## src/rtl/fpu_issue_sched_if.sv

```systemverilog
`default_nettype none
// ============================================================================
// Module   : fpu_issue_sched_if
// Brief    : Request, FPU-side and response signals of the FPU issue scheduler.
// Revision : 1.0 - initial release
// ============================================================================
interface fpu_issue_sched_if #(
    parameter int TAG_W = 5
);
    logic             req_valid;
    logic             req_ready;
    logic [3:0]       req_op;
    logic [31:0]      req_a;
    logic [31:0]      req_b;
    logic [TAG_W-1:0] req_tag;

    logic [3:0]       fpu_op;
    logic [31:0]      fpu_a;
    logic [31:0]      fpu_b;
    logic [31:0]      fpu_result;
    logic [31:0]      fpu_int_result;

    logic             rsp_valid;
    logic [TAG_W-1:0] rsp_tag;
    logic [31:0]      rsp_data;
    logic             rsp_err;
    logic             busy;

    // Scheduler side.
    modport slave (
        input  req_valid, req_op, req_a, req_b, req_tag,
        input  fpu_result, fpu_int_result,
        output req_ready, fpu_op, fpu_a, fpu_b,
        output rsp_valid, rsp_tag, rsp_data, rsp_err, busy
    );

    // Requester / FPU side.
    modport master (
        output req_valid, req_op, req_a, req_b, req_tag,
        output fpu_result, fpu_int_result,
        input  req_ready, fpu_op, fpu_a, fpu_b,
        input  rsp_valid, rsp_tag, rsp_data, rsp_err, busy
    );
endinterface
`default_nettype wire

```

## src/rtl/fpu_issue_sched.sv

```systemverilog
`default_nettype none
// ============================================================================
// Module   : fpu_issue_sched
// Brief    : Single-issue scheduler in front of the multicycle FPU; reserves
//            each op's completion cycle so results never collide.
// Revision : 1.0 - initial release
// ============================================================================
module fpu_issue_sched #(
    parameter int TAG_W  = 5,
    parameter int WARMUP = 3
) (
    input  wire logic        clk,
    input  wire logic        rst,
    fpu_issue_sched_if.slave bus
);
    localparam logic [3:0] OP_FADD  = 4'b0000;
    localparam logic [3:0] OP_FSUB  = 4'b0001;
    localparam logic [3:0] OP_FMUL  = 4'b0010;
    localparam logic [3:0] OP_FDIV  = 4'b0011;
    localparam logic [3:0] OP_FSQRT = 4'b0100;
    localparam logic [3:0] OP_FLOOR = 4'b0101;
    localparam logic [3:0] OP_FTOI  = 4'b0110;
    localparam logic [3:0] OP_ITOF  = 4'b0111;
    localparam logic [3:0] OP_FEQ   = 4'b1000;
    localparam logic [3:0] OP_FLESS = 4'b1001;
    localparam logic [3:0] OP_NOP   = 4'b1111;

    localparam int               CNT_W     = (WARMUP > 0) ? $clog2(WARMUP + 1) : 1;
    localparam logic [CNT_W-1:0] WARM_INIT = CNT_W'(WARMUP);

    typedef struct packed {
        logic             valid;
        logic [TAG_W-1:0] tag;
        logic             is_int;
        logic             err;
    } slot_t;

    slot_t      [3:0] slot_q, slot_d;
    logic [CNT_W-1:0] warm_cnt_q, warm_cnt_d;
    logic             rsp_valid_q, rsp_valid_d;
    logic             rsp_err_q, rsp_err_d;
    logic [TAG_W-1:0] rsp_tag_q, rsp_tag_d;
    logic [31:0]      rsp_data_q, rsp_data_d;

    logic [1:0]       w_lat;
    logic             w_is_int;
    logic             w_illegal;
    logic             w_warm;
    logic             w_fire;
    slot_t            w_new;
    slot_t            w_cmp;

    always_comb begin
        w_lat     = 2'd1;
        w_is_int  = 1'b0;
        w_illegal = 1'b0;
        case (bus.req_op)
            OP_FEQ, OP_FLESS: begin
                w_lat    = 2'd0;
                w_is_int = 1'b1;
            end
            OP_FTOI:  w_is_int = 1'b1;
            OP_FADD, OP_FSUB, OP_FMUL, OP_FLOOR, OP_ITOF: w_lat = 2'd1;
            OP_FSQRT: w_lat = 2'd2;
            OP_FDIV:  w_lat = 2'd3;
            default: begin
                w_lat     = 2'd0;
                w_illegal = 1'b1;
            end
        endcase
    end

    // Ready may only depend on the offered opcode, never on req_valid.
    always_comb begin
        w_warm        = (warm_cnt_q != '0);
        bus.req_ready = ~rst & ~w_warm & ~slot_q[w_lat].valid;
        w_fire        = bus.req_valid & bus.req_ready;

        bus.fpu_op = OP_NOP;
        bus.fpu_a  = 32'd0;
        bus.fpu_b  = 32'd0;
        if (w_fire && !w_illegal) begin
            bus.fpu_op = bus.req_op;
            bus.fpu_a  = bus.req_a;
            bus.fpu_b  = bus.req_b;
        end

        w_new = '{valid: 1'b1, tag: bus.req_tag, is_int: w_is_int, err: w_illegal};

        slot_d[0] = slot_q[1];
        slot_d[1] = slot_q[2];
        slot_d[2] = slot_q[3];
        slot_d[3] = '0;
        if (w_fire && (w_lat != 2'd0)) begin
            slot_d[w_lat - 2'd1] = w_new;
        end

        // The ready rule guarantees slot 0 is empty whenever a zero-latency op fires.
        w_cmp = slot_q[0];
        if (w_fire && (w_lat == 2'd0)) begin
            w_cmp = w_new;
        end

        rsp_valid_d = w_cmp.valid;
        rsp_tag_d   = rsp_tag_q;
        rsp_err_d   = rsp_err_q;
        rsp_data_d  = rsp_data_q;
        if (w_cmp.valid) begin
            rsp_tag_d  = w_cmp.tag;
            rsp_err_d  = w_cmp.err;
            rsp_data_d = w_cmp.err    ? 32'd0 :
                         w_cmp.is_int ? bus.fpu_int_result : bus.fpu_result;
        end

        warm_cnt_d = w_warm ? (warm_cnt_q - CNT_W'(1)) : warm_cnt_q;
    end

    always_ff @(posedge clk or posedge rst) begin
        if (rst) begin
            slot_q      <= '0;
            warm_cnt_q  <= WARM_INIT;
            rsp_valid_q <= 1'b0;
            rsp_tag_q   <= '0;
            rsp_data_q  <= 32'd0;
            rsp_err_q   <= 1'b0;
        end else begin
            slot_q      <= slot_d;
            warm_cnt_q  <= warm_cnt_d;
            rsp_valid_q <= rsp_valid_d;
            rsp_tag_q   <= rsp_tag_d;
            rsp_data_q  <= rsp_data_d;
            rsp_err_q   <= rsp_err_d;
        end
    end

    assign bus.rsp_valid = rsp_valid_q;
    assign bus.rsp_tag   = rsp_tag_q;
    assign bus.rsp_data  = rsp_data_q;
    assign bus.rsp_err   = rsp_err_q;
    assign bus.busy      = rst | w_warm | slot_q[0].valid | slot_q[1].valid |
                           slot_q[2].valid | slot_q[3].valid;
endmodule
`default_nettype wire

```

## src/flat_wrapper.sv

```systemverilog
// flat-port wrapper written by rule: the top's interface ports become plain ports
module fpu_issue_sched_flat 
#(
    parameter int TAG_W  = 5,
    parameter int WARMUP = 3
)
  (clk, rst, bus_req_valid, bus_req_op, bus_req_a, bus_req_b, bus_req_tag, bus_fpu_result, bus_fpu_int_result, bus_req_ready, bus_fpu_op, bus_fpu_a, bus_fpu_b, bus_rsp_valid, bus_rsp_tag, bus_rsp_data, bus_rsp_err, bus_busy);
  fpu_issue_sched_if #(.TAG_W(TAG_W)) bus_i ();
  input  wire logic clk;
  input  wire logic rst;
  input wire logic [$bits(bus_i.req_valid)-1:0] bus_req_valid;
  input wire logic [$bits(bus_i.req_op)-1:0] bus_req_op;
  input wire logic [$bits(bus_i.req_a)-1:0] bus_req_a;
  input wire logic [$bits(bus_i.req_b)-1:0] bus_req_b;
  input wire logic [$bits(bus_i.req_tag)-1:0] bus_req_tag;
  input wire logic [$bits(bus_i.fpu_result)-1:0] bus_fpu_result;
  input wire logic [$bits(bus_i.fpu_int_result)-1:0] bus_fpu_int_result;
  output wire logic [$bits(bus_i.req_ready)-1:0] bus_req_ready;
  output wire logic [$bits(bus_i.fpu_op)-1:0] bus_fpu_op;
  output wire logic [$bits(bus_i.fpu_a)-1:0] bus_fpu_a;
  output wire logic [$bits(bus_i.fpu_b)-1:0] bus_fpu_b;
  output wire logic [$bits(bus_i.rsp_valid)-1:0] bus_rsp_valid;
  output wire logic [$bits(bus_i.rsp_tag)-1:0] bus_rsp_tag;
  output wire logic [$bits(bus_i.rsp_data)-1:0] bus_rsp_data;
  output wire logic [$bits(bus_i.rsp_err)-1:0] bus_rsp_err;
  output wire logic [$bits(bus_i.busy)-1:0] bus_busy;
  assign bus_i.req_valid = bus_req_valid;
  assign bus_i.req_op = bus_req_op;
  assign bus_i.req_a = bus_req_a;
  assign bus_i.req_b = bus_req_b;
  assign bus_i.req_tag = bus_req_tag;
  assign bus_i.fpu_result = bus_fpu_result;
  assign bus_i.fpu_int_result = bus_fpu_int_result;
  assign bus_req_ready = bus_i.req_ready;
  assign bus_fpu_op = bus_i.fpu_op;
  assign bus_fpu_a = bus_i.fpu_a;
  assign bus_fpu_b = bus_i.fpu_b;
  assign bus_rsp_valid = bus_i.rsp_valid;
  assign bus_rsp_tag = bus_i.rsp_tag;
  assign bus_rsp_data = bus_i.rsp_data;
  assign bus_rsp_err = bus_i.rsp_err;
  assign bus_busy = bus_i.busy;
  fpu_issue_sched #(.TAG_W(TAG_W), .WARMUP(WARMUP)) u_core (.clk(clk), .rst(rst), .bus(bus_i));
endmodule
```

## config.mk

```make
export PLATFORM = sky130hd
export DESIGN_NAME = fpu_issue_sched_flat
export DESIGN_NICKNAME = d
export VERILOG_FILES = /design/src/rtl/fpu_issue_sched_if.sv /design/src/rtl/fpu_issue_sched.sv /design/src/flat_wrapper.sv
export SDC_FILE = /design/constraint.sdc
export NUM_CORES = 1
export LEC_CHECK = 0
export CAP_MARGIN = 15
export CORE_MARGIN = 1.5
export CORE_UTILIZATION = 40
export CTS_CLUSTER_DIAMETER = 50
export CTS_CLUSTER_SIZE = 12
export DETAILED_ROUTE_END_ITERATION = 12
export GPL_TIMING_DRIVEN = 0
export HOLD_SLACK_MARGIN = 0.12
export PLACE_DENSITY = 0.95
export SLEW_MARGIN = 0
export SYNTH_ARGS = -nofsm -noshare
export SYNTH_HDL_FRONTEND = slang
export SYNTH_SLANG_ARGS = --single-unit
```

## constraint.sdc

```tcl
create_clock -name clk -period 3.08 [get_ports clk]
set_clock_uncertainty 0.05 [all_clocks]
set_input_delay 0.308 -clock clk [delete_from_list [all_inputs] [get_ports clk]]
set_output_delay 0.308 -clock clk [all_outputs]
set_load 0.02 [all_outputs]
```

==> flow_summary.html, run 1 <==
<table>
<tr><th>Metric</th><th>Value</th></tr>
<tr><th colspan="2">Outcome</th></tr>
<tr><td>Run status</td><td>completed</td></tr>
<tr><th colspan="2">Worst hold path</th></tr>
<tr><td>Worst hold path depth</td><td>1</td></tr>
<tr><td>Tightest Hold Check Type</td><td>flop to flop</td></tr>
<tr><th colspan="2">Timing</th></tr>
<tr><td>Final worst path period share</td><td>96.1%</td></tr>
<tr><td>Post-layout minimum cycle time</td><td>2.96 ns</td></tr>
<tr><td>Setup repair after global routing missed its margin</td><td>false</td></tr>
<tr><td>Transition at the pin with the smallest max-transition slack</td><td>0.882 ns</td></tr>
<tr><td>Count of pins over their slew limit</td><td>0</td></tr>
<tr><td>Max-Slew Margin vs Limit</td><td>41.2%</td></tr>
<tr><td>Fin worst setup slack</td><td>0.121 ns</td></tr>
<tr><td>Highest Clock Rate</td><td>338 MHz</td></tr>
<tr><td>Hold Fails Final Rpt</td><td>0</td></tr>
<tr><td>Final setup violating endpoints</td><td>0</td></tr>
<tr><th colspan="2">CTS</th></tr>
<tr><td>Count of hold buffers inserted by post-cts repair</td><td>0</td></tr>
<tr><td>H-tree levels</td><td>3</td></tr>
<tr><td>Clock buffer count from CTS</td><td>9</td></tr>
<tr><td>Number of buffers between clock root and the deepest sink</td><td>2</td></tr>
<tr><td>Insertion delay to the later sink of the worst-skew pair</td><td>0.34 ns</td></tr>
<tr><td>Setup bufs post-CTS</td><td>0</td></tr>
<tr><td>Number of clock sinks</td><td>73</td></tr>
<tr><td>Root buf cell</td><td>sky130_fd_sc_hd__clkbuf_8</td></tr>
<tr><td>CTS tree</td><td>built</td></tr>
<tr><td>Post-CTS clock slew at the launch and capture registers of the worst setup and hold paths</td><td>0.08 ns</td></tr>
<tr><th colspan="2">Place</th></tr>
<tr><td>IO buf count</td><td>247</td></tr>
<tr><td>Last weighted congestion value of the routability-driven placer</td><td>0.861</td></tr>
<tr><td>Setup WS pre-CTS</td><td>-0.222 ns</td></tr>
<tr><td>Post-placement cell count</td><td>808</td></tr>
<tr><td>HPWL reported at the end of detailed placement</td><td>10.7 mm</td></tr>
<tr><th colspan="2">Global routing</th></tr>
<tr><td>Vias in the first global route</td><td>4227</td></tr>
<tr><td>Largest net degree at the start of global routing</td><td>74</td></tr>
<tr><td>Gr ovfl total</td><td>0</td></tr>
<tr><td>Global Route Usage Sum</td><td>25.5%</td></tr>
<tr><td>Wire length of the first global-routing pass</td><td>20.2 mm</td></tr>
<tr><td>Antenna violations before repair</td><td>0</td></tr>
<tr><th colspan="2">Floorplanning</th></tr>
<tr><td>Number of placement rows</td><td>35</td></tr>
<tr><td>Horiz. Die Dim</td><td>101 µm</td></tr>
<tr><td>Total die area</td><td>0.0103 mm²</td></tr>
<tr><td>I/O pins</td><td>249</td></tr>
<tr><td>Die Ht</td><td>101 µm</td></tr>
<tr><td>Starting Density</td><td>41.5%</td></tr>
<tr><td>Std-Cell Core Area</td><td>0.00933 mm²</td></tr>
<tr><th colspan="2">Detailed routing</th></tr>
<tr><td>Detail-routed via count per cell</td><td>5.10</td></tr>
<tr><td>Total detailed-routing wirelength</td><td>13.6 mm</td></tr>
<tr><td>Uppermost layer routed</td><td>met4</td></tr>
<tr><td>Drt drc</td><td>0</td></tr>
<tr><td>Wire length on met2</td><td>7.48 mm</td></tr>
<tr><td>Drt pass-1 iters</td><td>4</td></tr>
<tr><td>Residual antenna-violating net count after detailed routing</td><td>0</td></tr>
<tr><td>Routed wl met3</td><td>982 µm</td></tr>
<tr><td>Starting DRC count in detailed routing</td><td>154</td></tr>
<tr><td>Vias post-DR</td><td>4199</td></tr>
<tr><td>Average detailed-routed wire length per instance</td><td>16.5 µm</td></tr>
<tr><td>Routed metal-1 wirelength</td><td>4.72 mm</td></tr>
<tr><th colspan="2">Critical path</th></tr>
<tr><td>Worst Path Buf+Inv</td><td>5</td></tr>
<tr><td>CP Capture Type</td><td>primary output</td></tr>
<tr><td>Worst R2R Path Depth</td><td>7</td></tr>
<tr><td>Worst setup SP type</td><td>input pin</td></tr>
<tr><td>Startpoint-to-endpoint class of the critical path</td><td>input pin to primary output</td></tr>
<tr><td>Worst-path cell chain</td><td>clkdlybuf4s50_1 -&gt; buf_4 -&gt; and4b_1 -&gt; o21ba_2 -&gt; buf_2 -&gt; buf_1 -&gt; nor3_1 -&gt; dlygate4sd2_1</td></tr>
<tr><td>WP depth</td><td>8</td></tr>
<tr><td>Master of the slowest instance on the critical path</td><td>sky130_fd_sc_hd__clkdlybuf4s50_1</td></tr>
<tr><td>Largest fanout on the critical path</td><td>10</td></tr>
<tr><td>CP peak stage delay</td><td>0.52 ns</td></tr>
<tr><td>Cell family contributing the most delay on the critical path</td><td>buffers and inverters</td></tr>
<tr><td>Required time reported for the critical path endpoint</td><td>2.72 ns</td></tr>
<tr><td>Crit path DAT</td><td>2.60 ns</td></tr>
<tr><th colspan="2">Power</th></tr>
<tr><td>Static power due to leakage</td><td>3.21 nW</td></tr>
<tr><td>Proportion of power drawn by the clock network</td><td>29.3%</td></tr>
<tr><td>Power per Cell Area</td><td>390 mW/mm²</td></tr>
<tr><td>Net switching power</td><td>0.795 mW</td></tr>
<tr><td>Part of the total power dissipated in combinational logic</td><td>29.0%</td></tr>
<tr><td>Share of total power in sequential cells</td><td>41.7%</td></tr>
<tr><td>Worst voltage drop across the vdd grid</td><td>0.342 mV</td></tr>
<tr><td>Net switching share of the total power</td><td>30.4%</td></tr>
<tr><td>Cell-internal power</td><td>1.82 mW</td></tr>
<tr><th colspan="2">Logic synthesis</th></tr>
<tr><td>Post-synth cell types</td><td>42</td></tr>
<tr><td>Flop and latch count out of synthesis</td><td>73</td></tr>
<tr><td>Sequential fraction of the synthesis area</td><td>47.2%</td></tr>
<tr><td>Synth Area per Inst</td><td>9.12 µm²</td></tr>
<tr><td>Mapped Cells</td><td>425</td></tr>
<tr><td>Post-Synthesis Cell Area</td><td>0.00387 mm²</td></tr>
<tr><td>Total number of yosys warnings</td><td>0</td></tr>
<tr><th colspan="2">Layout</th></tr>
<tr><td>Proportion of layout cells with a drive suffix above 1</td><td>11.2%</td></tr>
<tr><td>Area Overhead vs Synth</td><td>73.3%</td></tr>
<tr><td>Number of antenna diodes</td><td>0</td></tr>
<tr><td>Number of nets in the layout</td><td>831</td></tr>
<tr><td>Multi-input gate area</td><td>0.00180 mm²</td></tr>
<tr><td>Reg area</td><td>0.00183 mm²</td></tr>
<tr><td>Final standard cell count with taps included and fillers excluded</td><td>824</td></tr>
<tr><td>Filler instances</td><td>718</td></tr>
<tr><th colspan="2">Flow run</th></tr>
<tr><td>Max-cap violations</td><td>0</td></tr>
</table>
kinds of logic (layout without fill, tap and decap cells):
group | Yosys count | count (layout) | share of synthesized area, %
AND/OR/NAND/NOR | 207 | 207 | 27.3
buffers and inverters | 74 | 337 | 7.88
flip-flops | 73 | 73 | 47.2
AO/OA/AOI/OAI | 47 | 47 | 11.1
multiplexers | 21 | 21 | 5.91
adder cells (fa/ha/maj) | 1 | 1 | 0.323
other | 1 | 8 | 0.0968
XOR/XNOR | 1 | 1 | 0.226
metrics by stage:
| stage | TNS [ns] | hold WS (ns) | area (µm²) | power, mW | utilization (%) |
|---|---|---|---|---|---|
| floorplan | 0 | 0.380 | 3900 | 1.44 | - |
| global placement | -20.53 | 0.385 | 6540 | 1.85 | 70.1 |
| detailed placement | -11.50 | 0.396 | 6540 | 1.88 | 70.1 |
| CTS | -0.0158 | 0.416 | 6690 | 2.63 | 71.8 |
| global route | 0 | 0.438 | 6720 | 2.74 | 72.0 |
| finish | 0 | 0.412 | 6720 | 2.62 | 72.0 |
Yosys cell counts (all sizes together):
cell type   n  area [µm²]
nor3       66         330
conb        1        3.75
nor3b       1        7.51
dfrtp      71        1780
xnor2       1        8.76
or4b        3        30.0
inv        36         135
nand4bb     1        11.3
nor2       32         120
and4bb      1        12.5
o31ai       4        30.0
ha          1        12.5
nand4b      1        23.8
o21ai       7        35.0
nand2b      2        12.5
nand4       1        6.26
and4b       1        10.0
nand3b      3        22.5
nand3       2        10.0
buf        21         106
and3        1        6.26
o21ba       1        10.0
nor2b       8        50.1
o41ai       1        16.3
and2b       2        15.0
mux2i       6        60.1
clkbuf     17        63.8
a221o      32         320
o311ai      1        8.76
nor4        4        70.1
and3b       1        8.76
nand2      72         270
mux2       15         169
or2         3        18.8
dfstp       2        52.6
or3b        2        20.0
a311o       1        10.0
path summary, 6_finish.rpt:
check	from	to	slack, ns
setup / recovery	bus_req_op[1]	bus_fpu_b[19]	0.12
hold / removal	u_core.slot_q[16]$_DFF_PP0_	u_core.slot_q[8]$_DFF_PP0_	0.41
setup reg to reg	u_core.warm_cnt_q[0]$_DFFE_PP1P_	u_core.bus.rsp_data[1]$_DFFE_PP0P_	0.86
hold reg to reg	u_core.slot_q[16]$_DFF_PP0_	u_core.slot_q[8]$_DFF_PP0_	0.41
max in group asynchronous	rst	u_core.bus.rsp_data[1]$_DFFE_PP0P_	1.82
min in group asynchronous	rst	u_core.bus.rsp_data[11]$_DFFE_PP0P_	0.56
per-layer routing:
metal | global-route usage (%) | vias up
met5 | 0 | -
met4 | 11.2 | 0
met2 | 49.5 | 177
met3 | 6.49 | 36
li1 | - | 1987
met1 | 25.3 | 1999
power groups by stage:
stage / Sequential, mW / Combinational [mW] / Clock, mW
floorplan: 1.18 / 0.265 / 0
global placement: 1.10 / 0.747 / 0
detailed placement: 1.11 / 0.769 / 0
CTS: 1.09 / 0.758 / 0.777
global route: 1.10 / 0.813 / 0.820
finish: 1.09 / 0.759 / 0.768
sequential cells by signal, indices dropped and copies added, names as in the netlist:
register and count:
u_core.bus.rsp_data 32, u_core.slot_q 32, u_core.bus.rsp_tag 5, u_core.warm_cnt_q 2
u_core.bus.rsp_err 1, u_core.bus.rsp_valid 1
cell usage in the layout, fill, tap and decap left out, drive strengths merged, types with 2 or more instances in the layout:
cell type and count:
dfstp 2, dlygate4sd2 61, inv 38, dlymetal6s2s 3, buf 20, a221o 32
mux2i 6, nor3 66, o21ai 7, nor2 32, conb 8, nand2b 2
or2 3, or3b 2, or4b 3, nand2 72, o31ai 4, clkdlybuf4s50 183
nand3b 3, dfrtp 71, nor2b 8, nor4 4, clkinv 3, clkbuf 27
and2b 2, mux2 15, nand3 2
area by class of cell:
type | count | area share (%)
plain buffers | 38 | 2.74
clock buffers | 9 | 1.84
clock inverters | 7 | 1.15
inverters | 36 | 2.05
multi-input cells | 285 | 26.8
flip-flops and latches | 73 | 27.2
well taps | 129 | 2.40
repair buffers | 247 | 35.8
what timing repair did:
action                     in CTS  in global routing
pin swaps                       0                  0
resized for setup              74                  6
setup endpoints to repair      65                 12
Power figures use the tool's default switching activity.
==> inputs of run 2 (changes only) <==
- SKIP_CTS_REPAIR_TIMING: not set -> 1
- TNS_END_PERCENT: not set -> 10
==> run 2 against run 1 <==
  * The run now ends with negative setup slack left
  * Clock-buffer cell count stayed put
  * Via count is 0.50% higher
  * Routed wire length is 3.6% higher
  * Highest routed layer unchanged
  * Sequential power hardly changed
  * Global-route usage is 0.21 points lower
  * Sequential share of layout area is 0.87 points lower
==> flow_summary.html, run 2 (same netlist as run 1, synthesis figures left out) <==
<table>
<tr><th>Metric</th><th>Value</th></tr>
<tr><th colspan="2">Outcome</th></tr>
<tr><td>Run status</td><td>complete, but fails checks</td></tr>
<tr><td>Violated checks</td><td>negative setup slack</td></tr>
<tr><th colspan="2">Timing</th></tr>
<tr><td>Final setup violating endpoints</td><td>2</td></tr>
<tr><td>Highest Clock Rate</td><td>306 MHz</td></tr>
<tr><td>Fin worst setup slack</td><td>-0.192 ns</td></tr>
<tr><td>Transition at the pin with the smallest max-transition slack</td><td>0.884 ns</td></tr>
<tr><td>Count of pins over their slew limit</td><td>0</td></tr>
<tr><td>Setup repair after global routing missed its margin</td><td>true</td></tr>
<tr><td>Max-Slew Margin vs Limit</td><td>41.1%</td></tr>
<tr><td>Worst hold margin</td><td>0.411 ns</td></tr>
<tr><td>Post-layout minimum cycle time</td><td>3.27 ns</td></tr>
<tr><td>Setup TNS Final</td><td>-0.234 ns</td></tr>
<tr><td>Hold Fails Final Rpt</td><td>0</td></tr>
<tr><td>Final worst path period share</td><td>106%</td></tr>
<tr><th colspan="2">Global routing</th></tr>
<tr><td>Gr ovfl total</td><td>0</td></tr>
<tr><td>Wire length of the first global-routing pass</td><td>20.1 mm</td></tr>
<tr><td>Largest net degree at the start of global routing</td><td>74</td></tr>
<tr><td>Antenna violations before repair</td><td>0</td></tr>
<tr><td>Global Route Usage Sum</td><td>25.3%</td></tr>
<tr><td>Vias in the first global route</td><td>4210</td></tr>
<tr><th colspan="2">Critical path</th></tr>
<tr><td>Worst-path cell chain</td><td>clkdlybuf4s50_1 -&gt; buf_4 -&gt; and4bb_2 -&gt; o21ba_2 -&gt; buf_2 -&gt; clkbuf_2 -&gt; nor3_1 -&gt; clkdlybuf4s50_1</td></tr>
<tr><td>Largest fanout on the critical path</td><td>10</td></tr>
<tr><td>WP depth</td><td>8</td></tr>
<tr><td>CP Capture Type</td><td>primary output</td></tr>
<tr><td>Library cell appearing most often on the critical path</td><td>sky130_fd_sc_hd__clkdlybuf4s50_1</td></tr>
<tr><td>Required time reported for the critical path endpoint</td><td>2.72 ns</td></tr>
<tr><td>Worst R2R Path Depth</td><td>7</td></tr>
<tr><td>Cell family contributing the most delay on the critical path</td><td>buffers and inverters</td></tr>
<tr><td>Master of the slowest instance on the critical path</td><td>sky130_fd_sc_hd__clkdlybuf4s50_1</td></tr>
<tr><td>CP peak stage delay</td><td>0.66 ns</td></tr>
<tr><td>Worst setup SP type</td><td>input pin</td></tr>
<tr><td>Startpoint-to-endpoint class of the critical path</td><td>input pin to primary output</td></tr>
<tr><td>Crit path DAT</td><td>2.91 ns</td></tr>
<tr><td>Worst Path Buf+Inv</td><td>5</td></tr>
<tr><th colspan="2">Worst hold path</th></tr>
<tr><td>Tightest Hold Check Type</td><td>flop to flop</td></tr>
<tr><td>Worst hold path depth</td><td>1</td></tr>
<tr><th colspan="2">Detailed routing</th></tr>
<tr><td>Vias post-DR</td><td>4220</td></tr>
<tr><td>Drt pass-1 iters</td><td>4</td></tr>
<tr><td>Starting DRC count in detailed routing</td><td>183</td></tr>
<tr><td>Drt drc</td><td>0</td></tr>
<tr><td>Detail-routed via count per cell</td><td>5.12</td></tr>
<tr><td>Total detailed-routing wirelength</td><td>14.1 mm</td></tr>
<tr><td>Residual antenna-violating net count after detailed routing</td><td>0</td></tr>
<tr><td>Average detailed-routed wire length per instance</td><td>17.1 µm</td></tr>
<tr><th colspan="2">Layout</th></tr>
<tr><td>Finished Core Util</td><td>74.4%</td></tr>
<tr><td>Number of antenna diodes</td><td>0</td></tr>
<tr><td>Filler instances</td><td>643</td></tr>
<tr><td>Number of nets in the layout</td><td>831</td></tr>
<tr><td>Commonest cells after routing, fill and taps aside</td><td>sky130_fd_sc_hd__clkdlybuf4s50_1, sky130_fd_sc_hd__nand2_1, sky130_fd_sc_hd__dfrtp_1</td></tr>
<tr><td>Area Overhead vs Synth</td><td>79.1%</td></tr>
<tr><td>Commonest non-fill, non-tap cell in the layout</td><td>sky130_fd_sc_hd__clkdlybuf4s50_1</td></tr>
<tr><td>Proportion of layout cells with a drive suffix above 1</td><td>11.5%</td></tr>
<tr><td>Final instance area</td><td>0.00694 mm²</td></tr>
<tr><td>Final standard cell count with taps included and fillers excluded</td><td>824</td></tr>
<tr><th colspan="2">Power</th></tr>
<tr><td>Post-layout power</td><td>2.63 mW</td></tr>
<tr><td>Static power due to leakage</td><td>3.95 nW</td></tr>
<tr><td>Worst voltage drop across the vdd grid</td><td>0.341 mV</td></tr>
<tr><td>Power per Cell Area</td><td>380 mW/mm²</td></tr>
<tr><th colspan="2">CTS</th></tr>
<tr><td>Post-CTS clock slew at the launch and capture registers of the worst setup and hold paths</td><td>0.08 ns</td></tr>
<tr><td>Number of buffers between clock root and the deepest sink</td><td>2</td></tr>
<tr><td>H-tree levels</td><td>3</td></tr>
<tr><td>Clock buffer count from CTS</td><td>9</td></tr>
<tr><td>Root buf cell</td><td>sky130_fd_sc_hd__clkbuf_8</td></tr>
<tr><td>Number of clock sinks</td><td>73</td></tr>
<tr><td>CTS tree</td><td>built</td></tr>
<tr><td>Insertion delay to the later sink of the worst-skew pair</td><td>0.34 ns</td></tr>
<tr><th colspan="2">Floorplanning</th></tr>
<tr><td>Total die area</td><td>0.0103 mm²</td></tr>
<tr><td>Die Ht</td><td>101 µm</td></tr>
<tr><td>Number of placement rows</td><td>35</td></tr>
<tr><td>Horiz. Die Dim</td><td>101 µm</td></tr>
<tr><td>Starting Density</td><td>41.5%</td></tr>
<tr><td>Std-Cell Core Area</td><td>0.00933 mm²</td></tr>
<tr><td>I/O pins</td><td>249</td></tr>
<tr><th colspan="2">Place</th></tr>
<tr><td>Cell area after placement</td><td>0.00654 mm²</td></tr>
<tr><td>HPWL reported at the end of detailed placement</td><td>10.7 mm</td></tr>
<tr><td>Post-placement cell count</td><td>808</td></tr>
<tr><td>Setup WS pre-CTS</td><td>-0.222 ns</td></tr>
<tr><td>Last weighted congestion value of the routability-driven placer</td><td>0.861</td></tr>
<tr><td>IO buf count</td><td>247</td></tr>
<tr><th colspan="2">Flow run</th></tr>
<tr><td>Max-cap violations</td><td>0</td></tr>
</table>
-- run 2: cell count changes in the layout (fill, tap and decap cells not counted), sizes merged --
cell,change
buf,-6
clkbuf,+6
clkdlybuf4s50,+2
dlygate4sd2,-61
dlymetal6s2s,+59
-- run 2: path summary, 6_finish.rpt --
path	end	slack (ns)	startpoint
min in group asynchronous	u_core.bus.rsp_data[11]$_DFFE_PP0P_	0.55	rst
hold reg to reg	u_core.slot_q[8]$_DFF_PP0_	0.41	u_core.slot_q[16]$_DFF_PP0_
max in group asynchronous	u_core.bus.rsp_data[1]$_DFFE_PP0P_	1.83	rst
hold / removal	u_core.slot_q[8]$_DFF_PP0_	0.41	u_core.slot_q[16]$_DFF_PP0_
setup / recovery	bus_fpu_b[26]	-0.19	bus_req_op[1]
setup reg to reg	u_core.bus.rsp_data[1]$_DFFE_PP0P_	0.87	u_core.warm_cnt_q[0]$_DFFE_PP1P_
-- run 2: worst register-to-register path, cell delays in order (launching register included) --
cell                       delay (ns)
sky130_fd_sc_hd__dfstp_2         0.54
sky130_fd_sc_hd__inv_1           0.04
sky130_fd_sc_hd__ha_2            0.22
sky130_fd_sc_hd__nand4b_4        0.19
sky130_fd_sc_hd__nor2b_1         0.16
sky130_fd_sc_hd__clkbuf_1        0.25
sky130_fd_sc_hd__clkbuf_1        0.42
sky130_fd_sc_hd__a221o_1         0.26
-- run 2: cell type report --
| cell class | instances | area [µm²] | share of cell area, % |
|---|---|---|---|
| sequential | 73 | 1830 | 26.4 |
| clock buffer | 9 | 124 | 1.79 |
| inverter | 36 | 138 | 1.98 |
| buffer | 38 | 188 | 2.70 |
| multi-input combinational | 285 | 1790 | 25.9 |
| timing repair buffer | 247 | 2630 | 37.9 |
| clock inverter | 7 | 77.6 | 1.12 |
| tap | 129 | 161 | 2.33 |
-- run 2: power breakdown --
group          switching [mW]  internal, mW  leakage (nW)  total, mW
clock network           0.387         0.381         0.100      0.768
registers              0.0484          1.04         0.894       1.09
logic                   0.363         0.411          2.96      0.775
-- run 2: metal layers --
layer / global-route usage, % / up-vias / part of all wire [%]
li1: - / 1983 / -
met1: 25.3 / 2006 / 35
met2: 48.8 / 189 / 55
met3: 6.42 / 42 / 7.3
met4: 11.3 / 0 / 3.4
met5: 0 / - / 0
